File: src/rtl/lsu_mem_ctrl.sv
// LSU-to-memory sequencer: one request at a time, byte/half/word loads with extension,
// sub-word stores via read-modify-write, and a drain cycle after every write.
//
// state    | meaning
// ---------+-----------------------------------------------------------
// IDLE     | ready for a new LSU request
// LOAD     | read port addressed, extended load data registered
// RMW_RD   | read port addressed, store bytes merged into old word
// WRITE    | one-cycle write pulse to the memory
// DRAIN    | memory commits the write; store response issued
// RESP     | load or error response issued
module lsu_mem_ctrl #(
    parameter int ADDR_W = 32,
    parameter int XLEN   = 32
) (
    input  logic              clk,
    input  logic              rst_n,
    input  logic              lsu_valid,
    output logic              lsu_ready,
    input  logic              lsu_we,
    input  logic [1:0]        lsu_size,
    input  logic              lsu_unsigned,
    input  logic [ADDR_W-1:0] lsu_addr,
    input  logic [XLEN-1:0]   lsu_wdata,
    output logic              rsp_valid,
    output logic [XLEN-1:0]   rsp_rdata,
    output logic              rsp_err,
    output logic [ADDR_W-1:0] mem_r_addr,
    input  logic [XLEN-1:0]   mem_rdata,
    output logic              mem_w_enable,
    output logic [ADDR_W-1:0] mem_w_addr,
    output logic [XLEN-1:0]   mem_w_data
);

    typedef enum logic [2:0] {
        ST_IDLE,
        ST_LOAD,
        ST_RMW_RD,
        ST_WRITE,
        ST_DRAIN,
        ST_RESP
    } state_t;

    state_t              state_q, state_d;
    logic [ADDR_W-1:0]   addr_q, addr_d;
    logic [1:0]          size_q, size_d;
    logic                uns_q, uns_d;
    logic                err_q, err_d;
    logic [XLEN-1:0]     data_q, data_d;

    logic                misaligned;
    logic [XLEN-1:0]     load_ext;
    logic [XLEN-1:0]     store_merge;

    always_comb begin
        misaligned = (lsu_size == 2'b11)
                   || ((lsu_size == 2'b01) && lsu_addr[0])
                   || ((lsu_size == 2'b10) && (lsu_addr[1:0] != 2'b00));
    end

    always_comb begin
        load_ext = mem_rdata;
        case (size_q)
            2'b00:   load_ext = {{(XLEN-8){mem_rdata[7] & ~uns_q}}, mem_rdata[7:0]};
            2'b01:   load_ext = {{(XLEN-16){mem_rdata[15] & ~uns_q}}, mem_rdata[15:0]};
            default: load_ext = mem_rdata;
        endcase
    end

    // data_q holds the right-aligned store data while in RMW_RD
    always_comb begin
        if (size_q == 2'b00) begin
            store_merge = {mem_rdata[XLEN-1:8], data_q[7:0]};
        end else begin
            store_merge = {mem_rdata[XLEN-1:16], data_q[15:0]};
        end
    end

    always_comb begin
        state_d      = state_q;
        addr_d       = addr_q;
        size_d       = size_q;
        uns_d        = uns_q;
        err_d        = err_q;
        data_d       = data_q;
        lsu_ready    = 1'b0;
        rsp_valid    = 1'b0;
        rsp_rdata    = '0;
        rsp_err      = 1'b0;
        mem_r_addr   = '0;
        mem_w_enable = 1'b0;
        mem_w_addr   = '0;
        mem_w_data   = '0;

        case (state_q)
            ST_IDLE: begin
                lsu_ready = rst_n;
                if (lsu_valid) begin
                    addr_d = lsu_addr;
                    size_d = lsu_size;
                    uns_d  = lsu_unsigned;
                    err_d  = misaligned;
                    data_d = lsu_wdata;
                    if (misaligned) begin
                        state_d = ST_RESP;
                    end else if (!lsu_we) begin
                        state_d = ST_LOAD;
                    end else if (lsu_size == 2'b10) begin
                        state_d = ST_WRITE;
                    end else begin
                        state_d = ST_RMW_RD;
                    end
                end
            end
            ST_LOAD: begin
                mem_r_addr = addr_q;
                data_d     = load_ext;
                state_d    = ST_RESP;
            end
            ST_RMW_RD: begin
                mem_r_addr = addr_q;
                data_d     = store_merge;
                state_d    = ST_WRITE;
            end
            ST_WRITE: begin
                mem_w_enable = 1'b1;
                mem_w_addr   = addr_q;
                mem_w_data   = data_q;
                state_d      = ST_DRAIN;
            end
            ST_DRAIN: begin
                rsp_valid = 1'b1;
                state_d   = ST_IDLE;
            end
            ST_RESP: begin
                rsp_valid = 1'b1;
                rsp_err   = err_q;
                rsp_rdata = err_q ? '0 : data_q;
                state_d   = ST_IDLE;
            end
            default: begin
                state_d = ST_IDLE;
            end
        endcase
    end

    always_ff @(posedge clk) begin
        if (!rst_n) begin
            state_q <= ST_IDLE;
            addr_q  <= '0;
            size_q  <= '0;
            uns_q   <= 1'b0;
            err_q   <= 1'b0;
            data_q  <= '0;
        end else begin
            state_q <= state_d;
            addr_q  <= addr_d;
            size_q  <= size_d;
            uns_q   <= uns_d;
            err_q   <= err_d;
            data_q  <= data_d;
        end
    end

endmodule

File: config.mk
export PLATFORM = sky130hd
export DESIGN_NAME = lsu_mem_ctrl
export DESIGN_NICKNAME = d
export VERILOG_FILES = /design/src/rtl/lsu_mem_ctrl.sv
export SDC_FILE = /design/constraint.sdc
export NUM_CORES = 1
export LEC_CHECK = 0
export CORE_MARGIN = 3
export CORE_UTILIZATION = 42
export CTS_BUF_LIST = sky130_fd_sc_hd__clkbuf_16
export DETAILED_ROUTE_END_ITERATION = 8
export HOLD_SLACK_MARGIN = 0.02
export MAX_ROUTING_LAYER = met4
export PLACE_DENSITY = 0.95
export SYNTH_ARGS = -nofsm -noshare
export SYNTH_HDL_FRONTEND = slang
export SYNTH_SLANG_ARGS = --single-unit
File: constraint.sdc
create_clock -name clk -period 3.1 [get_ports clk]
set_input_delay 0.31 -clock clk [delete_from_list [all_inputs] [get_ports clk]]
set_output_delay 0.31 -clock clk [all_outputs]
set_load 0.005 [all_outputs]
==> results.md, run 1 <==
- Status: completed
- Netlist Area Pre-Place: 4101 um2
- Dpl cell area: 6485 um2
- Final setup viols: 0
- Net Count, Synth: 641
- Residual DRC: 0
- CTS tree: yes
- Die area: 10990 um2
- Drt first pass iters: 4
- WL final: 14260 um
- Share of layout cells above drive strength 1: 0.04128
- RSZ-0062 raised after global routing: no
- Commonest cells after routing, fill and taps aside: clkdlybuf4s50_1 (233), and2_1 (128), nand2_1 (81)
- Post-route insts no fill: 880
- Startpoint types: flip-flop
- Post-Place Cells: 865
- CP most frequent cell: buf_4
- Tcrit/Tclk final: 0.8710
- Top_reg_cell synth: dfxtp_1
- Cell family with most CP delay: buffers and inverters
- Min setup slack post-route: 0.3998 ns
- Clock Sinks: 71
- ANT cells: 0
- Vias in the first global route: 4784
- Setup Skew: 0.007558 ns
- Max_cap viols: 0
- CTS resizes: 0
- Fillcell total: 746
- Total CTS buffers: 9
- Antenna violations before repair: 0
- Post-Syn Area per Cell: 7.623 um2
- Site Rows: 35
- Synth cell types: 36
- Synth area leader: dfxtp_1
- TNS Setup: 0 ns
- First-pass GRT wire length: 23340 um
- Area delta synth->final: 64.95%
- GRT Residual Overflow: 0
- IO Count: 235
- DP Wirelength: 10670 um
- H-tree levels: 3
- Clock Latency Late Sink: 0.32 ns
- Hold Fails Final Rpt: 0
- Post-place setup slack: 0.7182 ns
- Postcts setup bufs: 0
- Critical path's largest stage delay: 0.51 ns
- Data arrival, critical path: 2.39 ns
- Cell Chain, Critical Path: buf_4 > nor2b_1 > nand2_1 > nor2_1 > buf_4 > and2_1 > clkdlybuf4s50_1
- Critical path class: reg -> out
- Crit path max fanout: 32
- Final antenna-violating net count: 0
- Drt wl/cell: 16.21 um
- Cell area after layout: 6765 um2
- Final Power: 2.676 mW
- Core area: 9371 um2
- Clock Pin Slew Worst Setup and Hold Paths: 0.05 ns
- Hold_ws: 0.3472 ns
- PwrDens: 395.6 nW/um2
- Die Span X: 104.8 um
- Max Freq: 0.3703 GHz
- Pins Over Slew Limit: 0
- Hold buffer count at cts: 0
- Clock root cell: clkbuf_16
- DR vias/cell: 5.328
- GRT Total Usage: 0.2641
- YS warnings: 0
- Synthesis-stage register bit count: 71
- Port Buf Inserts: 234
- Crit. End Element: output pin
- Synth top area share: 0.3466
- HP Class: in -> reg
- Net count, final: 850
- Worst Tran Pin Value: 1.049 ns
- Max VDD drop: 312.0 uV
- Leakage Power: 2.505 nW
- Worst path slowest cell: clkdlybuf4s50_1
- Chip Height: 104.8 um
- Cells after Synth: 538
- Final core utilization: 0.7219
- CP bufs+invs: 3
- Via count: 4689
- Number of synthesized flops with an enable pin: 0
- CTS max path bufs: 2
- Fin crit period: 2.700 ns
- Leading cell type in the layout, fill and taps excluded: clkdlybuf4s50_1
- GPL Wtd Cong: 0.9241
- CP Data Required Time: 2.79 ns
- Worst slew margin: 0.2970
- Initial Util: 0.4377
- Area contributors post-synth: dfxtp_1 (35%), and2_1 (20%), nand2_1 (7.4%), a21boi_0 (5.5%), o21ai_0 (5.4%)
- Post-synthesis sequential area ratio: 0.3466
- Async SR Flop Fraction: 0
- Initial DRC Count: 228
- Largest net degree at the start of global routing: 69
worst register-to-register path, cell delays in order (launching register included):
cell,delay (ns)
dfxtp_1,0.58
buf_4,0.29
or3b_1,0.52
a211oi_4,0.63
o21ai_1,0.19
a21oi_1,0.20
Yosys cell counts, types with 2 or more instances:
cell and number:
a211oi_1 2, a21boi_0 30, a21boi_1 6, a21oi_1 40
a221oi_1 24, a22oi_1 2, and2_1 128, buf_2 8
buf_6 3, clkbuf_1 35, dfxtp_1 71, inv_1 2
nand2_1 81, nand2b_1 11, nand3b_1 11, nor2_1 6
nor2b_1 4, nor3_1 2, o21a_1 2, o21ai_0 44
o21ai_1 10, or4b_1 2
area by class of cell:
type	count	area (um2)	share of cell area
sequential	71	1421	0.2101
clock buffer	9	225.2	0.03329
timing repair buffer	245	2420	0.3577
tap	129	161.4	0.02386
clock inverter	6	55.05	0.008138
inverter	2	7.507	0.001110
multi-input combinational	418	2475	0.3658
worst paths after layout:
check	start	endpoint	slack, ns	cells past startpoint
setup / recovery	state_q[1]$_SDFFE_PN0P_	rsp_rdata[3]	0.40	7
hold / removal	rst_n	state_q[2]$_SDFFE_PN0P_	0.35	3
setup reg to reg	state_q[0]$_SDFFE_PN0P_	data_q[25]$_SDFFE_PN0P_	0.64	5
hold reg to reg	addr_q[22]$_SDFFE_PN0P_	addr_q[22]$_SDFFE_PN0P_	0.46	2
kinds of logic after synthesis:
kind of cell / synth area share
buffers and inverters: 0.05369
multiplexers: 0.002441
XOR/XNOR: 0.002136
AO/OA/AOI/OAI: 0.2572
flip-flops: 0.3466
AND/OR/NAND/NOR: 0.3380
report_power, final:
part | switching (mW) | total [mW] | internal (mW)
Combinational | 0.300 | 0.601 | 0.301
Sequential | 0.0810 | 1.10 | 1.02
Clock | 0.370 | 0.979 | 0.609
per-layer routing:
layer | share of wire | track usage | wire length [um] | up-vias
li1 | - | - | - | 2241
met1 | 0.39 | 0.3019 | 5612 | 2181
met2 | 0.50 | 0.4606 | 7138 | 225
met3 | 0.070 | 0.03891 | 999 | 42
met4 | 0.036 | 0.1106 | 510 | 0
met5 | 0 | - | 0 | -
sequential cells by signal, indices dropped and copies added, names as in the netlist:
| signal | count |
|---|---|
| size_q | 2 |
| err_q | 1 |
| addr_q | 32 |
| uns_q | 1 |
| data_q | 32 |
| state_q | 3 |
(Power assumes the default switching activity.)
==> run 2, diff against run 1 <==
--- a/config.mk
+++ b/config.mk
@@ -6,12 +6,13 @@
 export NUM_CORES = 1
 export LEC_CHECK = 0
 export CORE_MARGIN = 3
-export CORE_UTILIZATION = 42
+export CORE_UTILIZATION = 30
 export CTS_BUF_LIST = sky130_fd_sc_hd__clkbuf_16
+export CTS_CLUSTER_SIZE = 10
 export DETAILED_ROUTE_END_ITERATION = 8
 export HOLD_SLACK_MARGIN = 0.02
 export MAX_ROUTING_LAYER = met4
-export PLACE_DENSITY = 0.95
+export PLACE_DENSITY = 0.76
 export SYNTH_ARGS = -nofsm -noshare
 export SYNTH_HDL_FRONTEND = slang
 export SYNTH_SLANG_ARGS = --single-unit
==> run 2 against run 1 <==
  * First-iteration DRC count up 10%
  * Global-route usage down 7.2 points
  * Cell area up 1.1%
  * Maximum frequency up 3.9%
  * Final cell count up 5.5%
  * Via count down 3.5%
  * Register-to-register slack better by 0.19 ns
  * Critical path depth down 1
  * Count of clock-buffer cells in the layout unchanged
  * Sequential share of layout area down 0.24 points
  * Flip-flop and latch count unchanged
==> results.md, run 2 (synthesized netlist as in run 1, its figures left out) <==
- Status: completed
- Die Span X: 122.9 um
- GPL Wtd Cong: 0.8070
- ANT cells: 0
- Clock Pin Slew Worst Setup and Hold Paths: 0.05 ns
- Clock Sinks: 71
- Port Buf Inserts: 234
- Post-place setup slack: 0.8014 ns
- DP Wirelength: 10150 um
- Hold Fails Final Rpt: 0
- Core area: 13300 um2
- IO Count: 235
- Startpoint types: flip-flop
- Via count: 4526
- Share of layout cells above drive strength 1: 0.04388
- Final setup viols: 0
- Hold endpoint: state_q[2]$_SDFFE_PN0P_
- Vias in the first global route: 4375
- Fillcell total: 1285
- Worst path slowest cell: dfxtp_1
- Tcrit/Tclk final: 0.8379
- PwrDens: 397.3 nW/um2
- Final antenna-violating net count: 0
- Worst reg2reg setup slack: 0.83 ns
- Commonest cells after routing, fill and taps aside: clkdlybuf4s50_1 (233), and2_1 (128), nand2_1 (81)
- WL final: 14340 um
- Postcts setup bufs: 0
- First-pass GRT wire length: 22360 um
- Initial Util: 0.3085
- TNS Setup: 0 ns
- Hold buffer count at cts: 0
- RR Startpoint: state_q[0]$_SDFFE_PN0P_
- Chip Height: 122.9 um
- Setup Skew: 0.01081 ns
- Max_cap viols: 0
- Clock root cell: clkbuf_16
- Worst Tran Pin Value: 1.181 ns
- Max Freq: 0.3850 GHz
- HP Class: in -> reg
- Max VDD drop: 233.6 uV
- Critical path class: reg -> out
- Data arrival, critical path: 2.29 ns
- Clock Latency Late Sink: 0.33 ns
- Critical path's largest stage delay: 0.54 ns
- CTS max path bufs: 2
- Antenna violations before repair: 0
- Worst slew margin: 0.2085
- R2R cell count: 4
- GRT Residual Overflow: 0
- RSZ-0062 raised after global routing: no
- Min setup slack post-route: 0.5024 ns
- Crit path max fanout: 32
- Area delta synth->final: 66.84%
- Largest regs: addr_q x32, data_q x32, state_q x3
- Cell Chain, Critical Path: nor2b_1 > nand2_1 > nor2_1 > buf_4 > and2_1 > clkdlybuf4s50_1
- Drt first pass iters: 4
- FF/Latch Area: 1421 um2
- Hold_ws: 0.3727 ns
- Pins Over Slew Limit: 0
- CTS tree: yes
- Net count, final: 850
- Die area: 15110 um2
- GRT Total Usage: 0.1923
- Largest net degree at the start of global routing: 69
- Fin crit period: 2.598 ns
- FF-to-FF End: data_q[29]$_SDFFE_PN0P_
- Hold path start: rst_n
- Leakage Power: 2.496 nW
- CTS resizes: 0
- Initial DRC Count: 251
- Leading cell type in the layout, fill and taps excluded: clkdlybuf4s50_1
- Site Rows: 42
- Crit. End Element: output pin
- Hold Crit Depth: 3
- H-tree levels: 3
- CP Data Required Time: 2.79 ns
- Drt wl/cell: 15.45 um
- DR vias/cell: 4.877
- Area of the multi-input gates: 2475 um2
- Total CTS buffers: 9
- Residual DRC: 0
-- run 2: metal layers --
metal	up-vias	share of wire	global-route usage
met4	0	0.021	0.06858
met5	-	0	-
met1	2092	0.44	0.2470
li1	2244	-	-
met2	170	0.48	0.3027
met3	20	0.065	0.03705
-- run 2: per-stage QoR --
stage                     std cells  utilization  power (mW)  cell area, um2
after floorplan                 538            -       1.412            4101
after global placement          912       0.4922       1.705            6544
after detailed placement        912       0.4922       1.710            6544
after CTS                       928       0.5147       2.755            6843
after global routing            928       0.5147       2.873            6843
final                           928       0.5147       2.719            6843
-- run 2: worst max-delay path by stage --
stage | end | slack, ns | from
floorplan | data_q[10]$_SDFFE_PN0P_ | 1.44 | state_q[0]$_SDFFE_PN0P_
finish | rsp_rdata[29] | 0.50 | state_q[2]$_SDFFE_PN0P_
detailed placement | data_q[21]$_SDFFE_PN0P_ | 0.80 | lsu_valid
CTS | rsp_rdata[26] | 0.48 | state_q[2]$_SDFFE_PN0P_
global placement | data_q[20]$_SDFFE_PN0P_ | 0.75 | lsu_valid
global route | rsp_rdata[13] | 0.29 | state_q[2]$_SDFFE_PN0P_
-- run 2: layout make-up --
type	count	share of cell area
clock inverters	7	0.01079
clock buffers	9	0.03291
well taps	176	0.03218
inverters	2	0.001097
repair buffers	245	0.3536
flip-flops and latches	71	0.2077
multi-input cells	418	0.3617
-- run 2: report_power, final --
group | total, mW | switching, mW | internal, mW | leakage [nW]
clock | 1.03 | 0.406 | 0.623 | 0.135
sequential | 1.09 | 0.0791 | 1.02 | 0.586
combinational | 0.595 | 0.294 | 0.301 | 1.78
total | 2.72 | 0.780 | 1.94 | 2.50
-- run 2: critical path: cells and delay by family (launching register included) --
kind | cells | cell delay (ns)
AND/OR/NAND/NOR | 4 | 0.63
flip-flops | 1 | 0.54
buffers and inverters | 2 | 0.78
==> run 3, diff against run 2 <==
--- a/config.mk
+++ b/config.mk
@@ -12,7 +12,7 @@
 export DETAILED_ROUTE_END_ITERATION = 8
 export HOLD_SLACK_MARGIN = 0.02
 export MAX_ROUTING_LAYER = met4
-export PLACE_DENSITY = 0.76
+export PLACE_DENSITY = 0.78
 export SYNTH_ARGS = -nofsm -noshare
 export SYNTH_HDL_FRONTEND = slang
 export SYNTH_SLANG_ARGS = --single-unit
==> constraint.sdc (replaced) <==
create_clock -name clk -period 2.37 [get_ports clk]
set_input_delay 0.237 -clock clk [delete_from_list [all_inputs] [get_ports clk]]
set_output_delay 0.237 -clock clk [all_outputs]
set_load 0.005 [all_outputs]
==> run 3 against run 2 <==
  * Worst setup slack got worse by 0.41 ns
  * First-iteration DRC count rose by 16%
  * Final cell count rose by 1.5%
  * Core utilization rose by 2.2 points
==> results.md, run 3 (synthesized netlist as in run 1, its figures left out) <==
- Area of the multi-input gates: 2492 um2
- Fin crit period: 2.283 ns
- Leakage Power: 2.972 nW
- Data arrival, critical path: 2.05 ns
- Fillcell total: 1240
- Drt first pass iters: 4
- Int Power: 2.790 mW
- Net count, final: 863
- Area delta synth->final: 74.07%
- Min setup slack post-route: 0.08747 ns
- Worst slew margin: 0.2959
- Cell area after layout: 7139 um2
- Crit. End Element: output pin
- DR vias/cell: 4.869
- Largest regs: addr_q x32, data_q x32, state_q x3
- Clock Sinks: 71
- Commonest cells after routing, fill and taps aside: clkdlybuf4s50_1 (214), and2_1 (128), nand2_1 (80)
- Clock Latency Late Sink: 0.33 ns
- Initial DRC Count: 291
- Via count: 4587
- Flop pwr share: 0.372
- Chip Height: 122.9 um
- Pins Over Slew Limit: 0
- Core area: 13300 um2
- CTS tree: yes
- Post-Place Cells: 921
- Comb power frac: 0.219
- CTS max path bufs: 2
- Post-route insts no fill: 942
- Total CTS buffers: 9
- PwrDens: 536.8 nW/um2
- GRT Total Usage: 0.1978
- CP Data Required Time: 2.13 ns
- WL final: 15400 um
- Dpl cell area: 6614 um2
- Max_cap viols: 0
- Site Rows: 42
- Clock Pin Slew Worst Setup and Hold Paths: 0.06 ns
- Final setup viols: 0
- Switching share of power: 0.2720
- GPL Wtd Cong: 0.7822
- Largest net degree at the start of global routing: 69
- Leading cell type in the layout, fill and taps excluded: clkdlybuf4s50_1
- DP Wirelength: 10630 um
- FF/Latch Area: 1424 um2
- Startpoint types: flip-flop
- Hold buffer count at cts: 0
- Status: completed
- Port Buf Inserts: 234
- Final antenna-violating net count: 0
- Initial Util: 0.3085
- Setup Skew: 0.006263 ns
- Critical path class: reg -> out
- First-pass GRT wire length: 23060 um
- Share of layout cells above drive strength 1: 0.06797
- Post-place setup slack: 0.2381 ns
- IO Count: 235
- Vias in the first global route: 4438
- GRT Residual Overflow: 0
- Tcrit/Tclk final: 0.9631
- Clock share of power: 0.408
- Max Freq: 0.4381 GHz
- Residual DRC: 0
- Worst Tran Pin Value: 1.054 ns
- Sw Pwr: 1.043 mW
- H-tree levels: 3
- Die Span X: 122.9 um
- Clock root cell: clkbuf_16
- Crit path max fanout: 16
- Antenna violations before repair: 1
- HP Class: in -> reg
- Max VDD drop: 281.8 uV
- Die area: 15110 um2
- Hold Fails Final Rpt: 0
- Drt wl/cell: 16.34 um
-- run 3: timing repair --
item	CTS	global route
gates resized for setup	5	28
endpoints found under the setup margin	32	64
setup buffers	0	1
cloned	0	3
pin swaps	0	1
-- run 3: power by group through the flow --
stage               Sequential (mW)  Combinational, mW  Clock, mW
global route                   1.45              0.928       1.67
CTS                            1.42              0.821       1.60
detailed placement             1.45              0.815          0
floorplan                      1.40              0.443          0
global placement               1.45              0.799          0
finish                         1.43              0.841       1.57
-- run 3: path summary, 6_finish.rpt --
kind	startpoint	to	slack [ns]	cells after the start
min reg2reg	addr_q[25]$_SDFFE_PN0P_	addr_q[25]$_SDFFE_PN0P_	0.47	2
max	state_q[1]$_SDFFE_PN0P_	rsp_rdata[29]	0.09	8
max reg2reg	state_q[0]$_SDFFE_PN0P_	data_q[27]$_SDFFE_PN0P_	0.22	5
min	rst_n	state_q[2]$_SDFFE_PN0P_	0.29	3
-- run 3: worst max-delay path, cell delays in order (launching register included) --
cell and delay [ns]:
dfxtp_2 0.34, buf_6 0.15, nor2b_4 0.13, nand2_2 0.08
nor2_4 0.12, buf_12 0.13, buf_8 0.14, and2_1 0.13
clkdlybuf4s50_1 0.49
-- run 3: layer usage --
metal / global-route usage / up-vias / routed length (um)
met2: 0.3235 / 185 / 7437
li1: - / 2272 / -
met5: - / - / 0
met4: 0.05178 / 0 / 178
met1: 0.2483 / 2117 / 6786
met3: 0.04346 / 13 / 991
-- run 3: final cells by class --
type | count | area share
Timing Repair Buffer | 258 | 0.3708
Multi-Input combinational cell | 418 | 0.3491
Sequential cell | 71 | 0.1994
Clock buffer | 9 | 0.03155
Tap cell | 176 | 0.03084
Clock inverter | 7 | 0.01682
Inverter | 2 | 0.001052
Antenna cell | 1 | 0.0003505
-- run 3: through the flow --
stage                     power [mW]  utilization  TNS [ns]  hold slack (ns)
final                          3.833       0.5370         0           0.2886
after global routing           4.050       0.5370  -0.07139           0.3094
after CTS                      3.842       0.5247         0           0.2723
after detailed placement       2.262       0.4975         0           0.4627
after global placement         2.244       0.4975         0           0.4513
after floorplan                1.847            -         0           0.3711
